<file path="src/rtl/commit_trace_collector.sv">
// commit_trace_collector
//
// Buffers retired-instruction trace records from a two-wide commit stage.
// Records leave one per cycle, in program order, on a first-word
// fall-through valid/ready stream. Every committed instruction consumes a
// sequence number, including those that are lost. A saturating drop counter
// lets the consumer see how many records were lost to overflow.
//
// Handshake: a record transfers on a rising edge where trace_valid_o and
// trace_ready_i are both 1. While trace_valid_o=1 and trace_ready_i=0, every
// trace_*_o output holds its value. trace_valid_o never depends on
// trace_ready_i in the same cycle.
//
// Ports
//   clk_i, rst_i        clock, synchronous active-high reset
//   clear_i             flush buffered records; seq and drop counters kept
//   commit_valid_i[1:0] per-port commit acknowledge (port 0 is older)
//   commit_pc_i         {pc1, pc0}, 64 bits each
//   commit_instr_i      {instr1, instr0}, 32 bits each
//   commit_ex_i[1:0]    per-port exception flag
//   commit_cause_i      {cause1, cause0}, 64 bits each
//   priv_lvl_i          privilege level shared by both ports
//   trace_valid_o/ready_i  output stream handshake
//   trace_pc_o, trace_instr_o, trace_ex_o, trace_cause_o, trace_priv_o,
//   trace_seq_o         fields of the head record
//   drop_cnt_o          saturating count of records lost to overflow
//   full_o              buffer holds DEPTH records
module commit_trace_collector #(
    parameter int DEPTH = 8,
    parameter int SEQ_W = 16
) (
    input  logic             clk_i,
    input  logic             rst_i,
    input  logic             clear_i,
    input  logic [1:0]       commit_valid_i,
    input  logic [127:0]     commit_pc_i,
    input  logic [63:0]      commit_instr_i,
    input  logic [1:0]       commit_ex_i,
    input  logic [127:0]     commit_cause_i,
    input  logic [1:0]       priv_lvl_i,
    output logic             trace_valid_o,
    input  logic             trace_ready_i,
    output logic [63:0]      trace_pc_o,
    output logic [31:0]      trace_instr_o,
    output logic             trace_ex_o,
    output logic [63:0]      trace_cause_o,
    output logic [1:0]       trace_priv_o,
    output logic [SEQ_W-1:0] trace_seq_o,
    output logic [SEQ_W-1:0] drop_cnt_o,
    output logic             full_o
);

    localparam int AW = $clog2(DEPTH);
    localparam int PW = AW + 1;

    // Record storage
    logic [63:0]      pc_q    [DEPTH];
    logic [31:0]      instr_q [DEPTH];
    logic             ex_q    [DEPTH];
    logic [63:0]      cause_q [DEPTH];
    logic [1:0]       priv_q  [DEPTH];
    logic [SEQ_W-1:0] seqn_q  [DEPTH];

    logic [PW-1:0]    rd_ptr_q, wr_ptr_q, count_q;
    logic [SEQ_W-1:0] seq_q, drop_q;

    logic [1:0]       n_valid;
    logic [PW-1:0]    free_w;
    logic             wr_a, wr_b, pop;
    logic [PW-1:0]    written;
    logic [1:0]       dropped;
    logic [SEQ_W:0]   drop_sum;
    logic [SEQ_W-1:0] drop_d;
    logic [AW-1:0]    idx_a, idx_b, rd_idx;

    // Record A is the older valid one (port 0 if valid, otherwise port 1).
    // Record B exists only when both ports commit, and is always port 1.
    logic             sel_a;
    logic [63:0]      pc_a, cause_a;
    logic [31:0]      instr_a;
    logic             ex_a;

    always_comb begin
        n_valid = {1'b0, commit_valid_i[0]} + {1'b0, commit_valid_i[1]};
        // Space comes from the registered count only; a pop in this cycle
        // does not make room for this cycle's commits.
        free_w  = PW'(DEPTH) - count_q;
        wr_a    = !clear_i && (n_valid != 2'd0) && (free_w >= PW'(1));
        wr_b    = !clear_i && (n_valid == 2'd2) && (free_w >= PW'(2));
        pop     = (count_q != '0) && trace_ready_i;
        written = PW'(wr_a) + PW'(wr_b);
        // Commits discarded by clear_i are not counted as drops.
        dropped = clear_i ? 2'd0 : (n_valid - {1'b0, wr_a} - {1'b0, wr_b});

        drop_sum = {1'b0, drop_q} + (SEQ_W + 1)'(dropped);
        drop_d   = drop_sum[SEQ_W] ? '1 : drop_sum[SEQ_W-1:0];

        sel_a   = !commit_valid_i[0];
        pc_a    = sel_a ? commit_pc_i[127:64]    : commit_pc_i[63:0];
        instr_a = sel_a ? commit_instr_i[63:32]  : commit_instr_i[31:0];
        ex_a    = sel_a ? commit_ex_i[1]         : commit_ex_i[0];
        cause_a = sel_a ? commit_cause_i[127:64] : commit_cause_i[63:0];

        idx_a  = wr_ptr_q[AW-1:0];
        idx_b  = idx_a + AW'(1);
        rd_idx = rd_ptr_q[AW-1:0];
    end

    always_ff @(posedge clk_i) begin
        if (rst_i) begin
            rd_ptr_q <= '0;
            wr_ptr_q <= '0;
            count_q  <= '0;
            seq_q    <= '0;
            drop_q   <= '0;
            for (int i = 0; i < DEPTH; i++) begin
                pc_q[i]    <= '0;
                instr_q[i] <= '0;
                ex_q[i]    <= 1'b0;
                cause_q[i] <= '0;
                priv_q[i]  <= '0;
                seqn_q[i]  <= '0;
            end
        end else begin
            // Numbers are consumed whether a record is stored, dropped or
            // discarded by a clear.
            seq_q  <= seq_q + SEQ_W'(n_valid);
            drop_q <= drop_d;

            if (clear_i) begin
                rd_ptr_q <= '0;
                wr_ptr_q <= '0;
                count_q  <= '0;
            end else begin
                rd_ptr_q <= rd_ptr_q + PW'(pop);
                wr_ptr_q <= wr_ptr_q + written;
                count_q  <= count_q + written - PW'(pop);
            end

            if (wr_a) begin
                pc_q[idx_a]    <= pc_a;
                instr_q[idx_a] <= instr_a;
                ex_q[idx_a]    <= ex_a;
                cause_q[idx_a] <= cause_a;
                priv_q[idx_a]  <= priv_lvl_i;
                seqn_q[idx_a]  <= seq_q;
            end
            if (wr_b) begin
                pc_q[idx_b]    <= commit_pc_i[127:64];
                instr_q[idx_b] <= commit_instr_i[63:32];
                ex_q[idx_b]    <= commit_ex_i[1];
                cause_q[idx_b] <= commit_cause_i[127:64];
                priv_q[idx_b]  <= priv_lvl_i;
                seqn_q[idx_b]  <= seq_q + SEQ_W'(1);
            end
        end
    end

    // Head record read through the registered read pointer.
    assign trace_valid_o = (count_q != '0);
    assign trace_pc_o    = pc_q[rd_idx];
    assign trace_instr_o = instr_q[rd_idx];
    assign trace_ex_o    = ex_q[rd_idx];
    assign trace_cause_o = cause_q[rd_idx];
    assign trace_priv_o  = priv_q[rd_idx];
    assign trace_seq_o   = seqn_q[rd_idx];
    assign drop_cnt_o    = drop_q;
    assign full_o        = (count_q == PW'(DEPTH));

endmodule
</file>
<file path="config.mk">
export PLATFORM = sky130hd
export DESIGN_NAME = commit_trace_collector
export DESIGN_NICKNAME = d
export VERILOG_FILES = /design/src/rtl/commit_trace_collector.sv
export SDC_FILE = /design/constraint.sdc
export NUM_CORES = 2
export LEC_CHECK = 0
export BUFFER_PORTS_ARGS = -buffer_cell sky130_fd_sc_hd__buf_2
export CAP_MARGIN = 40
export CORE_MARGIN = 4
export CORE_UTILIZATION = 35
export CTS_CLUSTER_SIZE = 28
export DETAILED_ROUTE_END_ITERATION = 8
export MAX_ROUTING_LAYER = met4
export PLACE_DENSITY_LB_ADDON = 0.15
export RECOVER_POWER = 25
export SYNTH_ARGS = -nofsm -noshare
export SYNTH_HDL_FRONTEND = slang
export SYNTH_SLANG_ARGS = --single-unit
</file>
<file path="constraint.sdc">
create_clock -name clk_i -period 13.97 [get_ports clk_i]
set_input_delay 0.6985 -clock clk_i [delete_from_list [all_inputs] [get_ports clk_i]]
set_output_delay 0.6985 -clock clk_i [all_outputs]
set_load 0.01 [all_outputs]
</file>
==> impl_metrics.py <==
metrics = {
    "global_route": {
        "grt_start_max_net_pins": 120,
        "grt_usage": 0.246,
        "grt_overflow": 0,
        "grt_antenna_before_repair": 60,
        "grt_pass1_vias": 48900,
        "grt_pass1_wl_um": 374000,
    },
    "timing": {
        "fin_hold_ws_ps": 260,
        "timing.final.crit_period_ps": 9300,
        "setup_violations": 0,
        "tns_ps": 0,
        "fin_crit_sh": 0.666,
        "rsz0062_at_grt": "false",
        "maxSlewViolCount": 641,
        "fin_skew_ps": 44.6,
        "relSlewSlack": -2.57,
        "fin_ws_ps": 4670,
        "hold_viol": 0,
        "worst_slew_pin_slew_ps": 5350,
        "max_freq_mhz": 108,
    },
    "synth": {
        "ys_top_cells_by_count": "1432 x edfxtp_1, 1376 x o2bb2ai_1, 358 x mux4_2",
        "synth_mux_area_frac": 0.162,
        "synth_area_um2": 72600,
        "synth.avg_cell_area_um2": 16.0,
        "synth_top_cell_area_share": 0.592,
        "synth-edff-count": 1432,
        "yosys.area.top_type": "edfxtp_1",
        "synthFlopType": "edfxtp_1",
        "synth_area_leaders": "edfxtp_1 59%, o2bb2ai_1 17%, mux4_2 11%, mux2_2 2.8%, mux2i_1 2.3%",
        "yosys.area_share.simple": 0.0128,
        "ys_types": 57,
        "synth_top_family_by_area": "compound AO/OA/AOI/OAI gates",
        "synth_nets": 4890,
        "yosysWarnings": 0,
        "synth-compound-area-share": 0.175,
        "async_flop_share": 0,
        "synth_most_common_cell": "edfxtp_1",
        "seq_area_frac_synth": 0.604,
        "synthesis.instances": 4532,
        "synth_xor_area_frac": 0.00470,
        "synth_fa_ha_area_frac": 0.00534,
        "yosys_register_bits": 1474,
    },
    "cells_and_area": {
        "nFillCells": 18800,
        "instances_no_fill": 7588,
        "area_delta_synth_final_pct": 14.6,
        "final_util": 0.405,
        "fin_nets": 5109,
        "drive_gt1_frac": 0.288,
    },
    "clock_network": {
        "cts_made_buffers": 170,
        "clock_latency_ps": 850,
        "tritoncts": "yes",
        "path_clk_slew_ps": 50,
        "htree_num_levels": 4,
        "cts.sinks": 1474,
        "cts_root_buf": "clkbuf_16",
        "cts_setup_buffers": 0,
        "hold_buffers": 0,
        "cts_resized": 0,
        "max-clock-path-buffers": 3,
    },
    "setup_path": {
        "worstPathMaxFanout": 57,
        "arrival_ps": 9960,
        "endpoint_kind": "flip-flop",
        "crit_type": "in -> reg",
        "crit_required_ps": 14630,
        "start_kind": "input pin",
    },
    "route": {
        "drc_errors": 0,
        "dr.first_iter.drc_count": 4614,
        "wl_per_cell_um": 34.6,
        "wl_um": 263000,
        "vias_per_cell": 6.24,
        "final_antenna_net_count": 0,
        "firstDrtPassIters": 7,
        "vias": 47300,
    },
    "placement": {
        "dp_cells": 7267,
        "io_buffers": 526,
        "place_congestion": 0.774,
        "dp_slack_ps": 8250,
        "dpl.hpwl_um": 144000,
    },
    "pwr": {
        "peakVddDrop_mv": 0.129,
        "power.density_nw_per_um2": 139,
        "leakage_uw": 0.0270,
    },
    "outcome": {
        "violations": "max-capacitance violations, max-slew violations",
        "status": "finished with violations",
    },
    "floorplan": {
        "start_util": 0.354,
        "fp.coreArea_um2": 205000,
        "die_h_um": 464,
        "die_x_um": 464,
        "ios": 527,
        "dieArea_um2": 215000,
        "row_count": 166,
    },
    "flow_run": {
        "cap_violations": 19,
    },
    "min_path": {
        "min_path_type": "in -> reg",
    },
}
[layout by cell type, fill, tap and decap left out, types with 9 or more instances in the layout]
cell	count
mux4_2	358
nor2_1	32
clkinv_1	35
mux2_2	179
and3_1	10
o2bb2ai_1	1376
a21oi_1	19
diode_2	19
xor2_1	16
mux2i_1	169
buf_2	508
clkbuf_1	90
nand3_1	17
o22ai_1	16
nor3_1	16
a21boi_0	11
clkinv_2	21
dfxtp_1	39
ha_1	23
buf_16	26
clkbuf_16	170
xnor2_1	23
nand2_1	15
buf_4	77
clkinv_16	9
edfxtp_1	1432
buf_12	22
inv_1	25
[cell type report]
cell class              count  area (um^2)  area share
well taps                2688         3360      0.0404
multi-input cells        2405        26200       0.315
clock inverters            80          776     0.00932
repair buffers            675         4470      0.0537
inverters                  25         93.8     0.00113
clock buffers             222         4450      0.0535
flip-flops and latches   1474        43900       0.527
diodes                     19         47.5    0.000571
[power breakdown]
group / leakage [uW] / switching (uW) / total (uW) / internal (uW)
logic: 0.00934 / 1200 / 1990 / 792
registers: 0.0151 / 103 / 5310 / 5210
clock network: 0.00251 / 1930 / 4270 / 2340
total: 0.0270 / 3230 / 11600 / 8340
[cell families (layout without fill, tap and decap cells)]
kind of cell,after synthesis,after routing
flops,1474,1474
simple gates,165,165
xor+xnor,39,39
other cells,0,19
buf+inv,653,1002
mux,706,706
compound gates,1467,1467
fa+ha+maj,28,28
[routing by layer]
metal,GRT usage,up-vias,part of all wire
li1,-,19700,-
met1,0.334,25300,0.44
met2,0.388,1973,0.48
met3,0.0357,401,0.061
met4,0.0638,0,0.025
met5,-,-,0
[registers in the layout, indices dropped and copies added (netlist names)]
| name | count |
|---|---|
| wr_ptr_q | 3 |
| pc_q | 512 |
| rd_ptr_q | 3 |
| drop_cnt_o | 16 |
| priv_q | 16 |
| ex_q | 8 |
| seq_q | 16 |
| instr_q | 256 |
| seqn_q | 128 |
| count_q | 4 |
| cause_q | 512 |
[per-stage QoR]
step                power [uW]  area, um^2
floorplan                 6610       72600
global placement          7380       77100
detailed placement        7430       78300
CTS                      11700       83500
global route             12000       83200
finish                   11600       83200
[path summary, 6_finish.rpt]
check                                          startpoint                   endpoint  slack, ps  cells past startpoint
worst min register to register  drop_cnt_o[12]$_SDFF_PP0_  drop_cnt_o[12]$_SDFF_PP0_        540                      2
worst max-delay path                    commit_valid_i[0]   instr_q[6][27]$_DFFE_PP_       4670                     11
worst max register to register      count_q[1]$_SDFF_PP0_   instr_q[1][19]$_DFFE_PP_       6820                      8
worst min-delay path                  commit_cause_i[102]   cause_q[7][38]$_DFFE_PP_        260                      2
[worst max-delay path, cell delays in order]
cell and delay [ps]:
clkbuf_1 3610, inv_1 170, ha_1 470, nand2b_1 180
nor3_1 310, nand3_1 1360, clkbuf_1 420, clkbuf_1 1440
buf_4 760, buf_16 240, o2bb2ai_1 180
No activity file was read; power rests on OpenSTA's default activity.
